## src/rtl/adder_check_pkg.sv

```systemverilog
// adder_check_pkg: shared FSM states, default sizing and the reference sum used by the checker
package adder_check_pkg;

    typedef enum logic [1:0] {S_IDLE, S_RUN, S_DRAIN, S_DONE} state_t;

    localparam int DEF_W       = 8;
    localparam int DEF_LATENCY = 1;
    localparam int DEF_CNT_W   = 24;

    // Full-width sum; callers truncate to their own W so the carry out is discarded
    function automatic logic [31:0] exp_sum(input logic [31:0] a, input logic [31:0] b);
        return a + b;
    endfunction

endpackage

```

## src/rtl/expect_delay_line.sv

```systemverilog
// expect_delay_line: shifts {valid, expected} pairs by LATENCY cycles to line up with the adder output
module expect_delay_line
    import adder_check_pkg::*;
#(
    parameter int W       = DEF_W,
    parameter int LATENCY = DEF_LATENCY
) (
    input  logic         clk,
    input  logic         i_clr,
    input  logic         i_valid,
    input  logic [W-1:0] i_data,
    output logic         o_valid,
    output logic [W-1:0] o_data
);

    logic [LATENCY-1:0] r_valid;
    logic [W-1:0]       r_data [LATENCY];

    // Valid tags are flushed on clear so stale samples never reach the comparator
    always_ff @(posedge clk) begin
        if (i_clr) begin
            r_valid <= '0;
        end else begin
            r_valid[0] <= i_valid;
            for (int i = 1; i < LATENCY; i++) r_valid[i] <= r_valid[i-1];
        end
    end

    // Data needs no clear: it is only looked at when its tag is set
    always_ff @(posedge clk) begin
        r_data[0] <= i_data;
        for (int i = 1; i < LATENCY; i++) r_data[i] <= r_data[i-1];
    end

    assign o_valid = r_valid[LATENCY-1];
    assign o_data  = r_data[LATENCY-1];

endmodule

```

## config.mk

```make
export PLATFORM = sky130hd
export DESIGN_NAME = expect_delay_line
export DESIGN_NICKNAME = d
export VERILOG_FILES = /design/src/rtl/adder_check_pkg.sv /design/src/rtl/expect_delay_line.sv
export SDC_FILE = /design/constraint.sdc
export NUM_CORES = 1
export LEC_CHECK = 0
export ABC_AREA = 0
export BUFFER_PORTS_ARGS = -buffer_cell sky130_fd_sc_hd__buf_2
export CAP_MARGIN = 5
export CORE_AREA = 2 2 39 41
export DETAILED_ROUTE_END_ITERATION = 12
export DIE_AREA = 0 0 41 43
export PLACE_DENSITY = 0.51
export SLEW_MARGIN = 20
export SYNTH_ARGS = -nofsm -noshare
export SYNTH_HDL_FRONTEND = slang
export SYNTH_SLANG_ARGS = --single-unit
```

## constraint.sdc

```tcl
create_clock -name clk -period 0.8 [get_ports clk]
set_input_delay 0.08 -clock clk [delete_from_list [all_inputs] [get_ports clk]]
set_output_delay 0.08 -clock clk [all_outputs]
set_load 0.02 [all_outputs]
```

# Word level (Yosys, flattened, before mapping)
# Memory sizes are Yosys's and may differ from the RTL's.
# Cells that the tools add are included.
[word_totals]
ram_bits = 8
latch_bits = 0
regBits = 1
input_bits = 11
word_cells = 2
n_memories = 1
output_inout_bits = 9
mem_bits_ro = 0
[memory_table]
columns = ["memory", "words", "width", "rd", "rd_clocked_by_memory_dff", "write_ports", "line", "text"]
rows = [
  ["r_data", 1, 8, 1, 0, 1, "expect_delay_line.sv:17", "logic [W-1:0] r_data [LATENCY];"],
]
[classes]
reduce_logical = 0
shifts = 0
order_cmp = 0
n_mux = 0
add_sub_neg = 0
eq_ne = 0
n_bitwise = 0
mul = 0
div = 0

# Logic depth before layout (Yosys ltp)
# Gate-level depths: netlist of run 1.
[depth]
word_depth = 0
ltp_mapped = 1
mapped_depth_nobuf = 1

# Worst setup path before layout of run 1
# Ideal clock, no wire load.
[synth_path]
path_kind = "register -> output"
from = "memory r_data[0][0] (netlist bit)"
to = "output port o_data[0]"
arrival_ns = 0.395
n_path_buf = 0
path_stages_with_launch = 1
setup_slack_ns = 0.325
path_cell_list = "dfxtp_1"
[synth_lines]
columns = ["item", "line", "text"]
rows = [
  ["start, declared", "expect_delay_line.sv:17", ""],
  ["end, declared", "expect_delay_line.sv:13", "output logic [W-1:0] o_data"],
]

==> qor.csv, run 1 <==
stage,metric,value,unit
sta,final period utilization,0.961,
sta,final max-slew violation count,0,
synthesis,Synth top area share,0.929,
sta,final hold violation count,0,
synthesis,Cells after Synth,10,
global_route,global-route congestion overflow total,0,
cts,Root Driver,clkbuf_4,
synthesis,Post-synth EDFFs,0,
synthesis,synthesized area,194,sq um
die,Die Y,43,microns
layout,nets@finish,54,
cts,Num CTS Buffers,3,
synthesis,yosys warns,0,
die,io pins,20,
setup_path,max incr delay on CP,0.32,ns
route,Avg WL per Cell,10.1,microns
setup_path,WP data required,0.72,ns
power,leakage,0.230,nW
synthesis,post-synthesis adder-cell area fraction,0,
global_route,initial antenna violation count,0,
setup_path,CP Cell Sequence,buf_6,
route,final WL,585,microns
synthesis,Synth async-reset ratio,0,
layout,fillers,139,
route,remaining antenna violation count,0,
min_path,Worst Hold Path EP,o_valid,
cts,Worst-path clk slew,0.06,ns
cts,Max clock buf depth,2,
global_route,vias in the first global route,226,
sta,Worst Tran Pin Value,0.0588,ns
power,Pint,0.000761,W
job,max-cap violation count,0,
sta,Slew HR,0.961,
power,clock share of power,0.341,
setup_path,Worst Setup Path Type,reg2out,
route,# DRC,0,
synthesis,multiplexer share of the synthesized area,0,
sta,Tmin final,0.769,ns
place,Placed Area,309,sq um
route,DR iter-0 viols,0,
die,Die W,41,microns
global_route,largest net degree at the start of global routing,6,
power,power per cell area,1960,nW/um^2
setup_path,CP top delay family,flip-flops,
min_path,min-delay src,i_valid,
synthesis,"Seq/Total Area, Yosys",0.929,
setup_path,Worst Setup Start Kind,flip-flop,
setup_path,CP max-delay cell,dfxtp_2,
layout,post-route design area,493,sq um
die,Initial Utilization,0.140,
synthesis,largest area contributor in the netlist,dfxtp_1,
power,Reg power frac,0.507,
route,vias,199,
die,Core ar.,1380,sq um
power,Max IR drop VDD,1210,uV
power,sw frac,0.211,
cts,post-CTS setup buffers,0,
sta,final setup fails,0,
synthesis,register bit total from synthesis,9,
sta,RSZ-0062 raised after global routing,yes,
global_route,GRT Util Overall,0.0888,
place,GP Congestion,0.660,
power,combinational group share of total power,0.152,
layout,register area,191,sq um
synthesis,largest family of logic cells by synthesized area,simple AND/OR/NAND/NOR gates,
synthesis,Synth Area in Simple Gates,0.0710,
layout,Multi-input gate area,13.8,sq um
min_path,hold path depth,2,
synthesis,Synth Area per Inst,19.4,sq um
power,Sw Pwr,0.000204,W
place,post-placement cell count,45,
synthesis,"Net Count, Synth",21,
synthesis,xor-xnor portion of the synthesized cell area,0,
synthesis,most common cell in the netlist,dfxtp_1,
run_status,status,"finished, final reports clean",
die,row cnt,14,
synthesis,Synth area leaders,"dfxtp_1 93%, nor2b_4 7.1%",
cts,CTS tree,yes,
min_path,Hold WC Path Type,in2reg,
setup_path,"Buf+Inv Stages, Crit Path",1,
setup_path,critical path capture point type,output port,
die,die area,1760,sq um
route,via density per instance,3.43,
place,IO buf count,19,
cts,CTS Sinks,9,
synthesis,Compound-Gate Fraction of Synth Area,0,
layout,Layout area overhead,154,%
synthesis,Most used DFF post-synth,dfxtp_1,
route,DRT Pass-1 Iters,1,
layout,number of non-filler instances in the completed layout,58,
sta,fmax,1300,MHz
layout,layout cells sized above 1,0.762,
global_route,first-pass GRT wire length,931,microns
synthesis,library cells used by synthesis,2,
layout,Inserted Diodes,0,
setup_path,Worst Path Max Fanout,1,
setup_path,CP arrival,0.69,ns
cts,H-Tree Depth,1,
synthesis,Commonest cells post-synth,"9 x dfxtp_1, 1 x nor2b_4",
==> power by group through the flow <==
stage          clock network (W)  registers (W)    logic, W
2_1_floorplan                  0       0.000520  0.00000442
3_3_place_gp                   0       0.000490   0.0000848
3_5_place_dp                   0       0.000488   0.0000867
4_1_cts                 0.000347       0.000480    0.000126
5_1_grt                 0.000391       0.000490    0.000157
6_report                0.000329       0.000489    0.000147
==> layout make-up <==
class | count | area share
Timing Repair Buffer | 28 | 0.490
Multi-Input combinational cell | 1 | 0.0279
Sequential cell | 9 | 0.388
Tap cell | 16 | 0.0406
Clock buffer | 4 | 0.0533
==> cell usage in the layout (no fill, tap or decap) <==
| master | netlist | layout |
|---|---|---|
| buf_6 | 0 | 9 |
| clkbuf_1 | 0 | 1 |
| clkbuf_4 | 0 | 3 |
| buf_2 | 0 | 10 |
| dlygate4sd3_1 | 0 | 9 |
| nor2b_4 | 1 | 1 |
| dfxtp_2 | 0 | 9 |
==> worst max-delay path by stage <==
stage                 start         to  slack (ns)  depth (start not counted)
6_report       r_data[0][3]  o_data[3]        0.03                          1
5_1_grt        r_data[0][6]  o_data[6]      -0.008                          1
4_1_cts        r_data[0][7]  o_data[7]       0.002                          1
3_5_place_dp   r_data[0][3]  o_data[3]        0.26                          1
3_3_place_gp   r_data[0][5]  o_data[5]        0.26                          1
2_1_floorplan  r_data[0][0]  o_data[0]        0.32                          0
==> through the flow <==
step / hold WS [ns] / TNS (ns) / total power (W) / setup WS (ns) / utilization
2_1_floorplan: 0.108 / 0 / 0.000524 / 0.325 / -
3_3_place_gp: 0.186 / 0 / 0.000574 / 0.256 / 0.223
3_5_place_dp: 0.185 / 0 / 0.000575 / 0.263 / 0.223
4_1_cts: 0.00275 / 0 / 0.000952 / 0.00181 / 0.313
5_1_grt: 0.0350 / -0.0357 / 0.00104 / -0.00773 / 0.356
6_report: 0.0452 / 0 / 0.000965 / 0.0314 / 0.356
==> state kept, by name (all words and copies together) (netlist names) <==
signal	count
o_valid	1
r_data	8
==> what timing repair did <==
item | in CTS | in global routing
setup endpoints to repair | 7 | 9
resized for setup | 7 | 20
hold buffers | 8 | 1
endpoints found under the hold margin | 8 | 1
gates cloned | 0 | 0
==> routing by layer <==
layer | part of all wire | global-route usage
met1 | 0.40 | 0.0980
met2 | 0.41 | 0.109
met3 | 0.19 | 0.0890
met4 | 0 | 0.0400
met5 | 0 | 0
==> cells by family after synthesis <==
kind of cell	Yosys count
and+or+nand+nor	1
DFF	9
Note: power is estimated with default switching activity, not from simulation.
==> run 2: changes to the inputs <==
- CORE_AREA: 2 2 39 41 -> 8 8 45 47
- DIE_AREA: 0 0 41 43 -> 0 0 53 55
==> run 2 against run 1 <==
  * Power is 1.2% higher
  * Sequential power barely moved
  * Sequential cell count unchanged
  * Critical path type unchanged
  * Largest power group unchanged
==> qor.csv, run 2 (synthesis gave the netlist of run 1 again) <==
stage,metric,value,unit,change
layout,"commonest cells after routing, fill and taps aside","10 x buf_2, 9 x dlygate4sd3_1, 9 x dfxtp_2, 9 x buf_6, 3 x clkbuf_4",,
route,Avg WL per Cell,11.8,microns,+17%
setup_path,critical path capture point type,output port,,
layout,fillers,141,,+1.4%
route,# DRC,0,,unchanged
sta,final setup fails,0,,unchanged
power,sw frac,0.228,,+0.0168
die,Die Y,55,microns,+28%
run_status,status,"finished, final reports clean",,
layout,Layout area overhead,155,%,
route,DRT Pass-1 Iters,1,,unchanged
die,row cnt,14,,unchanged
power,combinational group share of total power,0.149,,-0.003
layout,max reg flops,8,,unchanged
power,Pint,0.000754,W,-0.93%
place,IO buf count,19,,unchanged
setup_path,CP top delay family,flip-flops,,
route,vias,197,,-1.0%
setup_path,max incr delay on CP,0.32,ns,about the same
power,clock share of power,0.349,,+0.008
sta,final max-slew violation count,0,,unchanged
power,Sw Pwr,0.000222,W,+9.3%
die,Initial Utilization,0.140,,unchanged
cts,Worst-path clk slew,0.06,ns,about the same
die,die area,2920,sq um,+65%
layout,"most common cell after layout, fill and taps aside",buf_2,,
min_path,min-delay src,i_valid,,
power,Max IR drop VDD,860,uV,-29%
setup_path,CP max-delay cell,dfxtp_2,,
power,Total Power,0.000977,W,+1.2%
sta,Tmin final,0.784,ns,+0.0158 ns
sta,RSZ-0062 raised after global routing,yes,,
die,Core ar.,1380,sq um,unchanged
die,Die W,53,microns,+29%
setup_path,CP Cell Sequence,buf_6,,
cts,H-Tree Depth,1,,unchanged
setup_path,Worst Path Max Fanout,1,,unchanged
cts,Num CTS Buffers,3,,unchanged
setup_path,WP data required,0.72,ns,about the same
job,max-cap violation count,0,,unchanged
cts,Root Driver,clkbuf_4,,
route,DR iter-0 viols,0,,unchanged
setup_path,Worst Setup Start Kind,flip-flop,,
layout,Inserted Diodes,0,,unchanged
setup_path,"Buf+Inv Stages, Crit Path",1,,unchanged
place,GP Congestion,0.674,,+2.2%
power,power per cell area,1980,nW/um^2,+0.97%
setup_path,CP arrival,0.70,ns,about the same
sta,Worst Tran Pin Value,0.0627,ns,+0.00391 ns
layout,nets@finish,54,,unchanged
sta,final hold violation count,0,,unchanged
place,Placed Area,309,sq um,unchanged
global_route,global-route congestion overflow total,0,,unchanged
global_route,first-pass GRT wire length,1.04,mm,+11%
die,io pins,20,,unchanged
sta,fmax,1270,MHz,-2.0%
layout,post-route design area,494,sq um,+0.25%
power,Reg power frac,0.502,,-0.005
route,via density per instance,3.40,,-1.0%
setup_path,Worst setup startpoint,r_data[0][0],,
sta,final period utilization,0.981,,+0.0197
cts,Max clock buf depth,2,,unchanged
layout,register with the most flip-flops,r_data,,
global_route,initial antenna violation count,0,,unchanged
min_path,Hold WC Path Type,in2reg,,
cts,post-CTS setup buffers,0,,unchanged
cts,CTS Sinks,9,,unchanged
setup_path,Worst Setup Path Type,reg2out,,
power,leakage,0.233,nW,+1.2%
global_route,GRT Util Overall,0.0570,,-0.0318
global_route,largest net degree at the start of global routing,7,,+1
sta,Slew HR,0.958,,-0.00262
global_route,vias in the first global route,225,,-0.44%
layout,layout cells sized above 1,0.786,,+0.0238
route,remaining antenna violation count,0,,unchanged
route,final WL,682,microns,+17%
cts,CTS tree,yes,,
## run 2: changes by cell type in the layout (fill, tap and decap cells not counted)
cell and change:
clkbuf_1 -1, clkinv_2 +1
## run 2: timing repair
item | CTS | global route
endpoints found under the setup margin | 9 | 9
endpoints found under the hold margin | 9 | 0
hold buffers | 9 | 0
resized for setup | 26 | 1
## run 2: power by group through the flow
stage / sequential, W / clock (W) / combinational [W]
global route: 0.000492 / 0.000395 / 0.000155
floorplan: 0.000520 / 0 / 0.00000442
CTS: 0.000490 / 0.000361 / 0.000147
finish: 0.000490 / 0.000341 / 0.000146
global placement: 0.000489 / 0 / 0.0000865
detailed placement: 0.000490 / 0 / 0.0000870
## run 2: cell type report
type	instances	area, sq um	area share
multi-input combinational	1	13.8	0.0278
sequential	9	191	0.387
tap	16	20.0	0.0405
clock buffer	3	22.5	0.0456
timing repair buffer	28	241	0.489
clock inverter	1	5.00	0.0101
## run 2: per-stage QoR
step	setup WS (ns)	cells	hold slack [ns]	TNS [ns]	util
after floorplan	0.325	10	0.108	0	-
after global placement	0.251	45	0.185	0	0.223
after detailed placement	0.257	45	0.187	0	0.223
after CTS	0.00189	58	0.0257	0	0.356
after global routing	-0.0213	58	0.0262	-0.118	0.357
final	0.0156	58	0.0350	0	0.357
## run 2: final timing paths
path | endpoint | slack, ns | cells after the start
worst max-delay path | o_data[0] | 0.02 | 1
worst min-delay path | o_valid | 0.03 | 2
## run 2: layer usage
metal | share of wire | up-vias | global-route usage
li1 | - | 94 | -
met1 | 0.47 | 78 | 0.0582
met2 | 0.27 | 23 | 0.0566
met3 | 0.23 | 2 | 0.0668
met4 | 0.028 | 0 | 0.0517
met5 | 0 | - | 0
